## src/rtl/holdoff_pulse_gen.sv

```systemverilog
// Turns a trigger rising edge into a pulse of programmable length followed by a low holdoff gap.
// Optional: define HOLDOFF_PULSE_GEN_PENDING_EN to queue one trigger edge that arrives while busy.
module holdoff_pulse_gen #(
   parameter int CNT_W    = 8,
   parameter int DEF_HIGH = 16,
   parameter int DEF_GAP  = 4,
   parameter int DROP_W   = 16
) (
   input  logic              clock,
   input  logic              reset,
   input  logic              trig_in,
   input  logic [CNT_W-1:0]  high_len,
   input  logic [CNT_W-1:0]  gap_len,
   input  logic              use_default,
   output logic              pulse_out,
   output logic              busy,
   output logic              done,
   output logic [DROP_W-1:0] drop_count
);

   typedef enum logic [1:0] {
      ST_IDLE = 2'd0,
      ST_HIGH = 2'd1,
      ST_GAP  = 2'd2
   } state_t;

   localparam logic [CNT_W-1:0]  CNT_ZERO  = {CNT_W{1'b0}};
   localparam logic [CNT_W-1:0]  CNT_ONE   = {{(CNT_W-1){1'b0}}, 1'b1};
   localparam logic [CNT_W-1:0]  DEF_H_C   = CNT_W'(DEF_HIGH);
   localparam logic [CNT_W-1:0]  DEF_G_C   = CNT_W'(DEF_GAP);
   localparam logic [DROP_W-1:0] DROP_MAX  = {DROP_W{1'b1}};
   localparam logic [DROP_W-1:0] DROP_ONE  = {{(DROP_W-1){1'b0}}, 1'b1};

   // A zero length field falls back to the default or to a single cycle.
   function automatic logic [CNT_W-1:0] resolve_len(
      input logic [CNT_W-1:0] len,
      input logic [CNT_W-1:0] def_len,
      input logic             use_def
   );
      if (len != CNT_ZERO)
         return len;
      else if (use_def)
         return def_len;
      else
         return CNT_ONE;
   endfunction

   state_t              state_r;
   logic [CNT_W-1:0]    cnt_r;
   logic [CNT_W-1:0]    gap_r;
   logic                trig_d_r;
   logic                pulse_r;
   logic                busy_r;
   logic                done_r;
   logic [DROP_W-1:0]   drop_r;
   logic                edge_s;
   logic                drop_s;
   logic [CNT_W-1:0]    h_res_s;
   logic [CNT_W-1:0]    g_res_s;

`ifdef HOLDOFF_PULSE_GEN_PENDING_EN
   logic                pend_r;
`endif

   // Edge detection, length resolution and the drop decision.
   always_comb begin
      edge_s  = trig_in & ~trig_d_r;
      h_res_s = resolve_len(high_len, DEF_H_C, use_default);
      g_res_s = resolve_len(gap_len, DEF_G_C, use_default);
      drop_s  = 1'b0;
      if (edge_s && (state_r != ST_IDLE)) begin
`ifdef HOLDOFF_PULSE_GEN_PENDING_EN
         drop_s = pend_r;
`else
         drop_s = 1'b1;
`endif
      end else begin
         drop_s = 1'b0;
      end
   end

   // Pulse/gap state machine with registered outputs and saturating drop counter.
   always_ff @(posedge clock) begin
      if (reset) begin
         state_r  <= ST_IDLE;
         cnt_r    <= CNT_ZERO;
         gap_r    <= CNT_ZERO;
         trig_d_r <= 1'b0;
         pulse_r  <= 1'b0;
         busy_r   <= 1'b0;
         done_r   <= 1'b0;
         drop_r   <= {DROP_W{1'b0}};
`ifdef HOLDOFF_PULSE_GEN_PENDING_EN
         pend_r   <= 1'b0;
`endif
      end else begin
         trig_d_r <= trig_in;
         done_r   <= 1'b0;
         if (drop_s && (drop_r != DROP_MAX))
            drop_r <= drop_r + DROP_ONE;
`ifdef HOLDOFF_PULSE_GEN_PENDING_EN
         // First busy edge is parked; gap completion below may consume it at once.
         if (edge_s && (state_r != ST_IDLE) && !pend_r)
            pend_r <= 1'b1;
`endif
         case (state_r)
            ST_IDLE: begin
               if (edge_s) begin
                  cnt_r   <= h_res_s - CNT_ONE;
                  gap_r   <= g_res_s;
                  state_r <= ST_HIGH;
                  pulse_r <= 1'b1;
                  busy_r  <= 1'b1;
               end
            end
            ST_HIGH: begin
               if (cnt_r == CNT_ZERO) begin
                  cnt_r   <= gap_r - CNT_ONE;
                  state_r <= ST_GAP;
                  pulse_r <= 1'b0;
               end else begin
                  cnt_r   <= cnt_r - CNT_ONE;
               end
            end
            ST_GAP: begin
               if (cnt_r == CNT_ZERO) begin
                  done_r <= 1'b1;
`ifdef HOLDOFF_PULSE_GEN_PENDING_EN
                  if (pend_r || edge_s) begin
                     pend_r  <= 1'b0;
                     cnt_r   <= h_res_s - CNT_ONE;
                     gap_r   <= g_res_s;
                     state_r <= ST_HIGH;
                     pulse_r <= 1'b1;
                  end else begin
                     state_r <= ST_IDLE;
                     busy_r  <= 1'b0;
                  end
`else
                  state_r <= ST_IDLE;
                  busy_r  <= 1'b0;
`endif
               end else begin
                  cnt_r <= cnt_r - CNT_ONE;
               end
            end
            default: begin
               state_r <= ST_IDLE;
               pulse_r <= 1'b0;
               busy_r  <= 1'b0;
            end
         endcase
      end
   end

   assign pulse_out  = pulse_r;
   assign busy       = busy_r;
   assign done       = done_r;
   assign drop_count = drop_r;

endmodule
```

## config.mk

```make
export PLATFORM = sky130hd
export DESIGN_NAME = holdoff_pulse_gen
export DESIGN_NICKNAME = d
export VERILOG_FILES = /design/src/rtl/holdoff_pulse_gen.sv
export SDC_FILE = /design/constraint.sdc
export NUM_CORES = 1
export LEC_CHECK = 0
export ABC_AREA = 0
export CAP_MARGIN = 20
export CORE_MARGIN = 5
export CORE_UTILIZATION = 53
export CTS_CLUSTER_SIZE = 8
export DETAILED_ROUTE_END_ITERATION = 6
export PLACE_DENSITY = 0.82
export RECOVER_POWER = 25
export SLEW_MARGIN = 25
export SYNTH_ARGS = -nofsm -noshare
export SYNTH_HDL_FRONTEND = slang
export SYNTH_SLANG_ARGS = --single-unit
export TNS_END_PERCENT = 100
```

## constraint.sdc

```tcl
create_clock -name clock -period 2.9 [get_ports clock]
set_input_delay 0.58 -clock clock [delete_from_list [all_inputs] [get_ports clock]]
set_output_delay 0.58 -clock clock [all_outputs]
set_load 0.01 [all_outputs]
```

==> impl_metrics.env <==
export IMPL_ys_warn_count=0
export IMPL_tns_ns=0
export IMPL_ys_seq_elements=38
export IMPL_vdd_drop_max_mv=0.259
export IMPL_max_slew_margin_rel=0.279
export IMPL_critical_path_max_fanout=2
export IMPL_layout_nets=357
export IMPL_syn_inst=280
export IMPL_fp_dieW_um=76.1
export IMPL_num_antenna_cells=0
export IMPL_clkTransAtPathRegs_ns=0.07
export IMPL_status="finished, final reports clean"
export IMPL_routed_wl_um=5650
export IMPL_setup_violations=0
export IMPL_required_ns=3.09
export IMPL_io_buffers=38
export IMPL_yosysTopAreaCellShare=0.329
export IMPL_max_cap_violations=0
export IMPL_firstDrtPassIters=5
export IMPL_synth_area_per_cell_um2=8.26
export IMPL_fmax_mhz=390
export IMPL_clk_root_buffer_cell="clkbuf_8"
export IMPL_gp_congestion=0.892
export IMPL_start_util=0.539
export IMPL_clk_path_buf_depth=2
export IMPL_syn_nets=309
export IMPL_power_density_mw_per_mm2=500
export IMPL_cp_arrival_ns=2.75
export IMPL_final_max_slew_viol_count=0
export IMPL_drc=0
export IMPL_clock_power_share=0.263
export IMPL_num_rows=24
export IMPL_yosysUniqueCellTypes=56
export IMPL_worst_skew_pair_late_latency_ns=0.29
export IMPL_antenna_found_initial=0
export IMPL_coreArea_mm2=0.00429
export IMPL_skew_ns=0.00333
export IMPL_placed_cells_incl_taps=373
export IMPL_drive_above_1_share=0.0942
export IMPL_cts_setup_buffers=0
export IMPL_max_stage_delay_ns=0.56
export IMPL_leakage_uw=0.00109
export IMPL_numCtsBuffers=5
export IMPL_vias=2255
export IMPL_dieArea_mm2=0.00579
export IMPL_post_route_period_util=0.884
export IMPL_synth_area_top_cells="dfxtp_1 33%, a21oi_1 5.0%, xnor2_1 4.9%, ha_1 4.9%, nor2_1 4.9%"
export IMPL_p_int_uw=958
export IMPL_drtIter0Drc=146
export IMPL_seq_area_frac_synth=0.329
export IMPL_fill_cells=355
export IMPL_cts_repair_resize_count=0
export IMPL_worst_hold_path_type="reg2reg"
export IMPL_instances_no_fill=381
export IMPL_startpoint_type="input pin"
export IMPL_slowest_stage="or4_1"
export IMPL_synthFlopType="dfxtp_1"
export IMPL_h_tree_depth=2
export IMPL_worstMarginPinSlew_ns=1.08
export IMPL_cts_tree="yes"
export IMPL_routed_via_density=5.92
export IMPL_drtAntennaViolNets=0
export IMPL_ios=39
export IMPL_die_h_um=76.1
export IMPL_grt_ovfl_total=0
export IMPL_worstSetupEndpointType="register"
export IMPL_p_sw_uw=488
export IMPL_crit_type="in2reg"
export IMPL_clock_sinks=38
export IMPL_combPwrFrac=0.316
export IMPL_cp_cell_sequence="clkdlybuf4s50_1, or4_1, nor3_1, nor2_1, ha_1, nor4b_1, a211oi_1, nor4_1, a32o_1"
export IMPL_grt_pass1_wl_um=9750
export IMPL_fin_crit_ns=2.56
export IMPL_hold_buffers=0
export IMPL_swShare=0.337
export IMPL_seqPwrFrac=0.421
export IMPL_async_flop_share=0
export IMPL_synth_edf_count=0
export IMPL_yosysTopAreaCell="dfxtp_1"
export IMPL_grt_max_degree=27
export IMPL_area_delta_synth_final_pct=24.9
export IMPL_finalHoldViolations=0
export IMPL_routedWlPerCell_um=14.8
export IMPL_syn_cell_area_mm2=0.00231
export IMPL_first_global_vias=2166
export IMPL_rsz0062_at_grt="false"
export IMPL_grt_usage=0.196
export IMPL_dp_hpwl_um=4250
layout make-up:
cell class | count | area (um^2) | share of cell area
clock inverter | 1 | 5.00 | 0.00173
multi-input combinational | 220 | 1460 | 0.506
tap | 52 | 65.1 | 0.0225
inverter | 14 | 52.6 | 0.0182
timing repair buffer | 49 | 459 | 0.159
clock buffer | 7 | 86.3 | 0.0299
sequential | 38 | 761 | 0.263
metal layers:
metal  up-vias  global-route usage  share of wire  wire [um]
li1       1122                   -              -          -
met1      1038               0.254           0.44       2500
met2        84               0.321           0.48       2730
met3        11              0.0461          0.057        321
met4         0              0.0612          0.018        102
met5         -                   0              0          0
cells by family (layout without fill, tap and decap cells):
| kind of cell | after synthesis | count (layout) | share of synthesized area |
|---|---|---|---|
| flops | 38 | 38 | 0.329 |
| simple gates | 115 | 115 | 0.276 |
| xor+xnor | 26 | 26 | 0.102 |
| mux | 1 | 1 | 0.00433 |
| compound gates | 69 | 69 | 0.201 |
| buf+inv | 22 | 71 | 0.0395 |
| fa+ha+maj | 9 | 9 | 0.0487 |
power by group through the flow:
| stage | combinational (uW) | clock [uW] | sequential [uW] |
|---|---|---|---|
| 6_report | 457 | 380 | 609 |
| 5_1_grt | 504 | 413 | 616 |
| 4_1_cts | 455 | 390 | 608 |
| 3_5_place_dp | 449 | 0 | 620 |
| 3_3_place_gp | 440 | 0 | 618 |
| 2_1_floorplan | 324 | 0 | 611 |
flip-flops by register name, summed over array words and instances (netlist names):
name,count
cnt_r,8
busy,1
done,1
drop_count,16
trig_d_r,1
state_r,2
pulse_out,1
gap_r,8
final timing paths:
check	slack, ns	start	cells after the start	end
worst max-delay path	0.34	high_len[2]	9	cnt_r[6]
worst min-delay path	0.47	cnt_r[1]	2	cnt_r[1]
worst max register to register	0.89	cnt_r[0]	7	cnt_r[7]
worst min register to register	0.47	cnt_r[1]	2	cnt_r[1]
worst max-delay path, delay by kind of cell:
family                     cells  cell delay (ns)
AOI/OAI and AO/OA              2             0.45
adders and majority gates      1             0.20
and+or+nand+nor                5             1.10
buffers and inverters          1             0.42
placed cells by master, fill, tap and decap left out, types with 9 or more instances in the layout:
| master | instances |
|---|---|
| inv_1 | 14 |
| ha_1 | 9 |
| nor3_1 | 10 |
| xnor2_1 | 13 |
| clkdlybuf4s50_1 | 28 |
| nor2_1 | 30 |
| dlygate4sd3_1 | 10 |
| dfxtp_1 | 38 |
| a21oi_1 | 23 |
| xor2_1 | 12 |
| nand2_1 | 29 |
| buf_4 | 10 |
through the flow:
stage / setup slack [ns] / utilization / total power [uW] / cell area, um^2 / hold slack [ns]
after floorplan: 0.522 / - / 935 / 2310 / 0.441
after global placement: 0.102 / 0.653 / 1060 / 2800 / 0.454
after detailed placement: 0.0290 / 0.653 / 1070 / 2800 / 0.460
after CTS: 0.341 / 0.674 / 1450 / 2890 / 0.469
after global routing: 0.149 / 0.673 / 1530 / 2890 / 0.505
final: 0.336 / 0.673 / 1450 / 2890 / 0.470
cell usage after synthesis, drive strengths merged, types with 3 or more instances:
cell type and instances:
and3 4, ha 9, or4 4, dfxtp 38, a21oi 23, o31ai 4, nand3 7, inv 14
a211oi 5, o211ai 8, nand2 29, and4bb 3, or3b 3, nor4 9, o21ai 11, xor2 13
a31oi 3, nor2 30, and4 3, clkbuf 6, nor3 10, xnor2 13
(Power assumes the default switching activity.)
